==> src/rtl/secded_pkg.sv <==
// Shared types, widths and the Hamming (15,11)+overall-parity encode function.
package secded_pkg;

  localparam int unsigned MSG_W = 11;
  localparam int unsigned CW_W  = 16;

  typedef enum logic [2:0] {
    IDLE  = 3'd0,
    RD_LO = 3'd1,
    RD_HI = 3'd2,
    WR_LO = 3'd3,
    WR_HI = 3'd4,
    DONE  = 3'd5
  } enc_state_t;

  // m[k] carries data bit d(k+1); parity bits sit at codeword positions 0,1,2,4,8.
  function automatic logic [CW_W-1:0] hamming_encode(input logic [MSG_W-1:0] m);
    logic p8, p4, p2, p1, p0;
    p8 = ^m[10:4];
    p4 = (^m[10:7]) ^ (^m[3:1]);
    p2 = m[10] ^ m[9] ^ m[6] ^ m[5] ^ m[3] ^ m[2] ^ m[0];
    p1 = m[10] ^ m[8] ^ m[6] ^ m[4] ^ m[3] ^ m[1] ^ m[0];
    p0 = (^m) ^ p8 ^ p4 ^ p2 ^ p1;
    return {m[10:4], p8, m[3:1], p4, m[0], p2, p1, p0};
  endfunction

endpackage

==> src/rtl/secded_encode_engine_enc_comb.sv <==
// Purely combinational 11-bit message to 16-bit SECDED codeword encoder.
module secded_enc_comb
  import secded_pkg::*;
(
  input  logic [MSG_W-1:0] msg_i,
  output logic [CW_W-1:0]  cw_o
);

  // Encode is a pure function of the message bits.
  assign cw_o = hamming_encode(msg_i);

endmodule

==> src/rtl/secded_encode_engine.sv <==
// Memory-mastering engine: reads raw messages, writes SECDED codewords, flags done.
module secded_encode_engine
  import secded_pkg::*;
#(
  parameter int unsigned NUM_MSG  = 15,
  parameter int unsigned SRC_BASE = 0,
  parameter int unsigned DST_BASE = 30,
  parameter int unsigned AW       = 8
) (
  input  logic          clk,
  input  logic          reset,
  input  logic          start,
  output logic          done,
  output logic [AW-1:0] mem_addr,
  input  logic [7:0]    mem_rd_data,
  output logic          mem_wr_en,
  output logic [7:0]    mem_wr_data
);

  localparam int unsigned IW = $clog2(NUM_MSG) + 1;

  enc_state_t      state_q;
  logic [IW-1:0]   idx_q;
  logic [7:0]      lo_q;
  logic [2:0]      hi_q;

  logic [CW_W-1:0] cw_c;
  logic [AW-1:0]   offs_c;
  logic [AW-1:0]   src_addr_c;
  logic [AW-1:0]   dst_addr_c;
  logic            unused_rd_hi_c;

  // Upper bits of the high source byte carry no message content.
  assign unused_rd_hi_c = ^mem_rd_data[7:3];

  // Codeword formed from the two capture registers.
  secded_enc_comb u_enc (
    .msg_i ({hi_q, lo_q}),
    .cw_o  (cw_c)
  );

  // Byte offset of message idx within a region, wrapping modulo 2^AW.
  assign offs_c     = AW'({idx_q, 1'b0});
  assign src_addr_c = AW'(SRC_BASE) + offs_c;
  assign dst_addr_c = AW'(DST_BASE) + offs_c;

  // Sequencer: four cycles per message, start honoured only in IDLE/DONE.
  always_ff @(posedge clk or posedge reset) begin
    if (reset) begin
      state_q <= IDLE;
      idx_q   <= '0;
      lo_q    <= '0;
      hi_q    <= '0;
    end else begin
      case (state_q)
        IDLE, DONE: begin
          if (start) begin
            state_q <= RD_LO;
            idx_q   <= '0;
          end
        end
        RD_LO: begin
          lo_q    <= mem_rd_data;
          state_q <= RD_HI;
        end
        RD_HI: begin
          hi_q    <= mem_rd_data[2:0];
          state_q <= WR_LO;
        end
        WR_LO: begin
          state_q <= WR_HI;
        end
        WR_HI: begin
          if (idx_q == IW'(NUM_MSG - 1)) begin
            state_q <= DONE;
          end else begin
            idx_q   <= idx_q + IW'(1);
            state_q <= RD_LO;
          end
        end
        default: begin
          state_q <= IDLE;
        end
      endcase
    end
  end

  // Memory port decoded directly from state so reset silences writes at once.
  always_comb begin
    mem_addr    = '0;
    mem_wr_en   = 1'b0;
    mem_wr_data = '0;
    done        = 1'b0;
    case (state_q)
      RD_LO: mem_addr = src_addr_c;
      RD_HI: mem_addr = src_addr_c + AW'(1);
      WR_LO: begin
        mem_addr    = dst_addr_c;
        mem_wr_en   = 1'b1;
        mem_wr_data = cw_c[7:0];
      end
      WR_HI: begin
        mem_addr    = dst_addr_c + AW'(1);
        mem_wr_en   = 1'b1;
        mem_wr_data = cw_c[15:8];
      end
      DONE:    done = 1'b1;
      default: ;
    endcase
  end

endmodule

==> config.mk <==
export PLATFORM = sky130hd
export DESIGN_NAME = secded_encode_engine
export DESIGN_NICKNAME = d
export VERILOG_FILES = /design/src/rtl/secded_pkg.sv /design/src/rtl/secded_encode_engine_enc_comb.sv /design/src/rtl/secded_encode_engine.sv
export SDC_FILE = /design/constraint.sdc
export NUM_CORES = 1
export LEC_CHECK = 0
export CAP_MARGIN = 0
export CORE_MARGIN = 3
export CORE_UTILIZATION = 35
export CTS_CLUSTER_SIZE = 25
export DETAILED_ROUTE_END_ITERATION = 12
export PLACE_DENSITY = 0.69
export SLEW_MARGIN = 25
export SYNTH_ARGS = -nofsm -noshare
export SYNTH_HDL_FRONTEND = slang
export SYNTH_SLANG_ARGS = --single-unit
==> constraint.sdc <==
create_clock -name clk -period 2 [get_ports clk]
set_input_delay 0.2 -clock clk [delete_from_list [all_inputs] [get_ports clk]]
set_output_delay 0.2 -clock clk [all_outputs]
set_load 0.1 [all_outputs]
==> Flow_metrics.wiki, run 1 <==
{| class="wikitable"
! Metric !! Value
|-
| Clock Skew || about 0.0042 ns
|-
| Number of iterations in the first detailed-routing pass || 4
|-
| Clock buffers created by TritonCTS || 3
|-
| Number of H-tree levels || 1
|-
| Via-to-Cell Ratio || 5.108
|-
| Library cell occupying the most area in the post-synthesis netlist || sky130_fd_sc_hd__dfrtp_1
|-
| Final layout net count || between 200 and 250
|-
| End point of the critical path || mem_wr_data[0]
|-
| Number of cell instances on the worst register-to-register path || 6
|-
| Layout cell share with drive strength beyond 1 || between 50 and 60%
|-
| Initial core utilization || between 30% and 40%
|-
| Via count of the first global-routing pass || approximately 1200
|-
| Setup violation total in the final timing report || 4
|-
| CTS Hold Bufs || 0
|-
| Reg-to-reg startpoint || idx_q[0]
|-
| Max frequency || 433.6 MHz
|-
| Post-route DRC violation count || 0
|-
| Yosys top cell area share || a little over a third
|-
| Global routing usage summed across all routing layers || between 10% and 20%
|-
| R2R Setup Slk || 0.11 ns
|-
| Violated checks || setup timing
|-
| Number of antenna violations at the first check in global routing || 0
|-
| Wire length reported by the detailed router || approximately 3.5 mm
|-
| Cell area after technology mapping || 1309 um^2
|-
| Status || finished, violations left
|-
| Port buffer count || 27
|-
| Routability cong. || roughly 0.84
|-
| Worst Slack Setup Final || -0.3064 ns
|-
| Maximum buffer depth of the clock tree || 2
|-
| FF+latch count, synth || 19
|-
| Clock-pin slew on the worst setup and hold paths || 0.07 ns
|-
| Largest cells by area after synthesis || sky130_fd_sc_hd__dfrtp_1, sky130_fd_sc_hd__mux2_2, sky130_fd_sc_hd__xnor2_1
|-
| Yosys Warn Count || 0
|-
| CTS tree || yes
|-
| Transition time at the pin with the least slew margin || approximately 0.74 ns
|-
| Number of top-level pins || 29
|-
| HPWL after detailed placement || ~2.7 mm
|-
| Overall overflow remaining after global route || 0
|-
| Synthesized netlist net count || roughly 150
|-
| Worst reg2reg path endpoint || idx_q[0]
|-
| Unrepaired setup endpoints after global routing || yes
|-
| Post-synthesis to final-layout area growth || 72.94%
|-
| Final cell area excluding filler cells || 2263 um^2
|-
| Antenna viol nets, final || 0
|-
| Critical path endpoint category || primary output
|-
| Number of max-slew violations in the final report || 0
|-
| Area inside the core boundary || between 3000 and 4000 um^2
|-
| Horizontal die dimension || roughly 67 um
|-
| Fin crit period || between 2 and 2.5 ns
|-
| Sequential share of the synthesized area || between 30% and 40%
|-
| Routed vias || 1185
|-
| Area of the die || around 4500 um^2
|-
| Violation count after the first detailed-routing iteration || 37
|-
| CP required || roughly 1.8 ns
|-
| Setup total negative slack || -0.5864 ns
|-
| Syn Inst Count || ~130
|-
| Placed cell areas || between 2000 and 2500 um^2
|-
| Maximum fanout count along the critical path || 2
|-
| Start point of the critical path || lo_q[0]
|-
| Number of distinct library cells after synthesis || 36
|-
| Final core area utilization || 65.26%
|-
| Avg WL per Cell || between 15 and 20 um
|-
| Die height || roughly 67 um
|-
| Kind of path behind the tightest hold check || in -> async
|-
| Worst rel slew slack || between 50% and 60%
|-
| Standard-cell row count || 21
|-
| First-pass GRT wire length || around 5.9 mm
|-
| Max-cap violations || 0
|-
| Count of final hold-check violations || 0
|-
| Number of clock sinks || 19
|-
| Worst setup path class || reg -> out
|-
| Syn_area_per_cell || between 9 and 10 um^2
|-
| Clock network latency to the later pin of the worst-skew pair || 0.26 ns
|-
| Diodes inserted || 0
|-
| Maximum number of pins on one net before global-route repair || 20
|-
| Data arrival time of the critical path || 2.11 ns
|-
| Final cycle utilization of the critical path || 115.3%
|-
| Clock tree root driver cell || sky130_fd_sc_hd__clkbuf_8
|-
| Kind of start point of the critical path || flop
|}
==> through the flow <==
step / cells / worst slack (ns) / hold slack, ns
floorplan: 132 / -0.7200 / 0.1511
global placement: 221 / -0.03964 / 0.5367
detailed placement: 221 / -0.06404 / 0.5473
CTS: 228 / -0.3345 / 0.3756
global route: 232 / -0.4000 / 0.4314
finish: 232 / -0.3064 / 0.3613
==> cells in the mapped netlist (all sizes together) <==
| cell | instances |
|---|---|
| dfrtp | 19 |
| xnor2 | 13 |
| mux2 | 12 |
| nand2 | 10 |
| o21ai | 10 |
| nor2 | 9 |
| buf | 6 |
| inv | 6 |
| a21oi | 5 |
| a22o | 4 |
| nand3 | 4 |
| ha | 3 |
| o31ai | 3 |
| xnor3 | 3 |
| a31oi | 2 |
| and3 | 2 |
| nand2b | 2 |
| nor3b | 2 |
| o22ai | 2 |
| or3 | 2 |
| xor2 | 2 |
| a311oi | 1 |
| clkbuf | 1 |
| conb | 1 |
| mux2i | 1 |
| nand3b | 1 |
| nand4b | 1 |
| nor3 | 1 |
| o211ai | 1 |
| o41ai | 1 |
| or3b | 1 |
| xor3 | 1 |
==> worst min-delay path by stage <==
| stage | start | endpoint | slack (ns) |
|---|---|---|---|
| after global routing | reset | lo_q[5] | 0.43 |
| after CTS | reset | idx_q[2] | 0.38 |
| after global placement | lo_q[7] | lo_q[7] | 0.54 |
| after floorplan | reset | hi_q[0] | 0.15 |
| final | reset | idx_q[2] | 0.36 |
| after detailed placement | lo_q[5] | lo_q[5] | 0.55 |
==> critical path, stage by stage (launching register included) <==
cell and delay [ns]:
sky130_fd_sc_hd__dfrtp_1 0.40, sky130_fd_sc_hd__xor3_1 0.35, sky130_fd_sc_hd__xnor3_2 0.42, sky130_fd_sc_hd__xnor3_1 0.26, sky130_fd_sc_hd__o22ai_4 0.21, sky130_fd_sc_hd__buf_12 0.20
==> cells by family after synthesis <==
group           Yosys count  synth area share (%)
simple gates             35                 13.67
compound gates           29                 13.96
xor+xnor                 19                 17.11
flops                    19                 36.33
mux                      13                 11.09
buf+inv                  13                 4.684
fa+ha+maj                 3                 2.868
other cells               1                0.2865
==> routing by layer <==
layer	share of wire [%]	track usage [%]	wire length, um	vias to the layer above
li1	-	-	-	577
met1	44	23.43	1563	579
met2	51	28.22	1804	25
met3	3.9	3.328	139	4
met4	1.0	5.063	36	0
met5	0	0	0	-
==> registers in the layout, indices dropped and copies added (netlist names) <==
| signal | count |
|---|---|
| lo_q | 8 |
| idx_q | 5 |
| hi_q | 3 |
| state_q | 3 |
==> timing repair <==
| action | 4_1_cts | 5_1_grt |
|---|---|---|
| buffers inserted | 3 | 4 |
| setup endpoints to repair | 8 | 7 |
| resized for setup | 9 | 6 |
==> cell type report <==
cell class | count | area, um^2
clock buffer | 4 | 45.04
tap | 46 | 57.56
timing repair buffer | 57 | 673.1
inverter | 6 | 30.03
fill | 276 | 1205
sequential | 19 | 478.0
multi-input combinational | 100 | 979.7
==> cells in the final DEF, fill, tap and decap left out, types with 5 or more instances in the layout <==
| cell type | synthesis | layout |
|---|---|---|
| sky130_fd_sc_hd__clkdlybuf4s50_1 | 0 | 10 |
| sky130_fd_sc_hd__inv_1 | 5 | 5 |
| sky130_fd_sc_hd__dfrtp_1 | 19 | 17 |
| sky130_fd_sc_hd__nand2_1 | 10 | 10 |
| sky130_fd_sc_hd__mux2_2 | 12 | 12 |
| sky130_fd_sc_hd__xnor2_1 | 13 | 8 |
| sky130_fd_sc_hd__nor2_1 | 9 | 5 |
| sky130_fd_sc_hd__buf_12 | 0 | 17 |
| sky130_fd_sc_hd__xnor2_2 | 0 | 5 |
| sky130_fd_sc_hd__buf_4 | 2 | 28 |
Power of run 1 is left out: the tool's default activity adds up to more than one toggle a clock period on the data nets, which glitch-free logic cannot reach.
==> inputs of run 2 (changes only) <==
- CTS_CLUSTER_SIZE: 25 -> not set
==> results of run 2 <==
No change in the layout: final DEF, timing and power equal those of run 1.
Power of run 2 is left out for the same reason.
==> inputs of run 3 (changes only) <==
- CORE_MARGIN: 3 -> 8
- GPL_TIMING_DRIVEN: not set -> 0
==> run 3 against run 2 <==
  * The flow still finishes with violations (setup timing)
  * Hold slack worse by 0.00085 ns
  * Flip-flop and latch count unchanged
  * Utilization down 6.8 points
  * Critical path depth is the same
  * Via count shrank 3.9%
  * Fmax down 0.81%
  * Count of clock-buffer cells in the layout is the same
  * Largest cell class unchanged
  * Critical endpoint unchanged
  * Setup slack got worse by 0.019 ns
  * Global-route usage fell by 5.7 points
  * Design area shrank 6.1%
  * Non-clock buffer count fell by 8
  * Routed wire length barely moved
==> Flow_metrics.wiki, run 3 (same netlist as run 1, synthesis figures left out) <==
{| class="wikitable"
! Metric !! Value
|-
| Kind of path behind the tightest hold check || in -> async
|-
| Worst reg2reg path endpoint || idx_q[3]
|-
| Clock Skew || roughly 0.0025 ns
|-
| Number of clock sinks || 19
|-
| Area inside the core boundary || about 3600 um^2
|-
| Unrepaired setup endpoints after global routing || yes
|-
| Overall overflow remaining after global route || 0
|-
| Leading cell type in the layout, fill and taps excluded || sky130_fd_sc_hd__buf_4
|-
| Final cycle utilization of the critical path || 116.3%
|-
| Critical path endpoint category || primary output
|-
| Leading registers by flop count || lo_q x8, idx_q x5
|-
| Post-route DRC violation count || 0
|-
| CP required || ~1.8 ns
|-
| Number of cell instances on the worst register-to-register path || 6
|-
| Kind of start point of the critical path || flop
|-
| Via-to-Cell Ratio || ~5
|-
| Number of max-slew violations in the final report || 0
|-
| Standard-cell row count || 22
|-
| CTS tree || yes
|-
| Routed vias || approximately 1100
|-
| Transition time at the pin with the least slew margin || 0.7273 ns
|-
| Filler cells || roughly 330
|-
| Reg-to-reg startpoint || idx_q[0]
|-
| Clock buffers created by TritonCTS || 3
|-
| Worst Slack Setup Final || -0.3252 ns
|-
| Horizontal die dimension || approximately 77 um
|-
| Area of the die || slightly below 6000 um^2
|-
| Final layout net count || 193
|-
| Wire length reported by the detailed router || between 3 and 4 mm
|-
| Clock tree root driver cell || sky130_fd_sc_hd__clkbuf_8
|-
| Number of iterations in the first detailed-routing pass || 7
|-
| First-pass GRT wire length || 5.713 mm
|-
| Max frequency || 430.1 MHz
|-
| Maximum number of pins on one net before global-route repair || 20
|-
| Antenna viol nets, final || 0
|-
| HPWL after detailed placement || 2.415 mm
|-
| Layout cell share with drive strength beyond 1 || 51.69%
|-
| Port buffer count || 27
|-
| Hold Slack || ~0.36 ns
|-
| Status || finished, violations left
|-
| Global routing usage summed across all routing layers || around an eighth
|-
| Diodes inserted || 0
|-
| Die height || 77.15 um
|-
| Data arrival time of the critical path || roughly 2.1 ns
|-
| Violation count after the first detailed-routing iteration || 70
|-
| Largest register by flop count || lo_q
|-
| Fin crit period || approximately 2.3 ns
|-
| Clock network latency to the later pin of the worst-skew pair || ~0.26 ns
|-
| Setup violation total in the final timing report || 2
|-
| Avg WL per Cell || around 16 um
|-
| Worst setup path class || reg -> out
|-
| Number of top-level pins || 29
|-
| Max-cap violations || 0
|-
| Clock-pin slew on the worst setup and hold paths || ~0.070 ns
|-
| R2R Setup Slk || 0.07 ns
|-
| Post-synthesis to final-layout area growth || 62.33%
|-
| Initial core utilization || a little over a third
|-
| Routability cong. || a little over 0.8
|-
| Number of H-tree levels || 1
|-
| Largest register FFs || 8
|-
| Worst rel slew slack || 51.46%
|-
| Via count of the first global-routing pass || approximately 1200
|-
| Maximum buffer depth of the clock tree || 2
|-
| Count of final hold-check violations || 0
|-
| Most used cells in the layout excluding fill and tap cells || sky130_fd_sc_hd__buf_4, sky130_fd_sc_hd__dfrtp_1, sky130_fd_sc_hd__mux2_2
|-
| Maximum fanout count along the critical path || 2
|-
| Violated checks || setup timing
|-
| Number of antenna violations at the first check in global routing || 0
|}
## run 3: cell types whose count changed in the layout (fill, tap and decap cells not counted), moves of 2 or more
| cell | delta |
|---|---|
| sky130_fd_sc_hd__buf_12 | -12 |
| sky130_fd_sc_hd__buf_2 | +2 |
| sky130_fd_sc_hd__buf_4 | -10 |
| sky130_fd_sc_hd__buf_6 | +8 |
| sky130_fd_sc_hd__buf_8 | +2 |
| sky130_fd_sc_hd__o21ai_1 | +2 |
| sky130_fd_sc_hd__o21ai_2 | -2 |
## run 3: worst max-delay path by stage
| stage | start | slack [ns] | to |
|---|---|---|---|
| floorplan | hi_q[0] | -0.72 | mem_wr_data[4] |
| global placement | lo_q[2] | -1.08 | mem_wr_data[0] |
| detailed placement | lo_q[2] | -1.10 | mem_wr_data[0] |
| CTS | hi_q[2] | -0.32 | mem_wr_data[0] |
| global route | hi_q[2] | -0.41 | mem_wr_data[0] |
| finish | hi_q[2] | -0.33 | mem_wr_data[0] |
## run 3: critical path, stage by stage (launching register included)
cell,delay [ns]
sky130_fd_sc_hd__dfrtp_1,0.42
sky130_fd_sc_hd__xnor2_2,0.18
sky130_fd_sc_hd__xnor3_2,0.45
sky130_fd_sc_hd__xnor3_1,0.42
sky130_fd_sc_hd__o22ai_4,0.20
sky130_fd_sc_hd__buf_12,0.20
## run 3: timing repair
action	4_1_cts	5_1_grt
endpoints found under the setup margin	17	26
hold buffers	0	0
hold endpoints to repair	0	0
pin swaps	7	7
gates resized for setup	121	23
setup buffers	12	3
## run 3: layout make-up
| class | count | area [um^2] | share of cell area [%] |
|---|---|---|---|
| Multi-Input combinational cell | 100 | 998.5 | 47.00 |
| Sequential cell | 19 | 478.0 | 22.50 |
| Timing Repair Buffer | 42 | 444.2 | 20.91 |
| Buffer | 7 | 65.06 | 3.062 |
| Tap cell | 48 | 60.06 | 2.827 |
| Clock buffer | 4 | 45.04 | 2.120 |
| Inverter | 6 | 33.78 | 1.590 |
## run 3: metrics by stage
stage | TNS, ns | util [%] | setup WS [ns] | std cells | cell area [um^2]
floorplan | -1.484 | - | -0.7200 | 132 | 1490
global placement | -11.67 | 50.10 | -1.084 | 207 | 1821
detailed placement | -12.07 | 50.10 | -1.098 | 207 | 1821
CTS | -0.4734 | 55.41 | -0.3206 | 223 | 2013
global route | -0.8072 | 58.47 | -0.4084 | 226 | 2125
finish | -0.4353 | 58.47 | -0.3252 | 226 | 2125
## run 3: metal layers
layer	wire length [um]	global-route usage, %
met5	0	0
met4	80	6.038
met3	148	3.613
met2	1764	18.70
met1	1553	13.58
Power of run 3 is left out for the same reason.
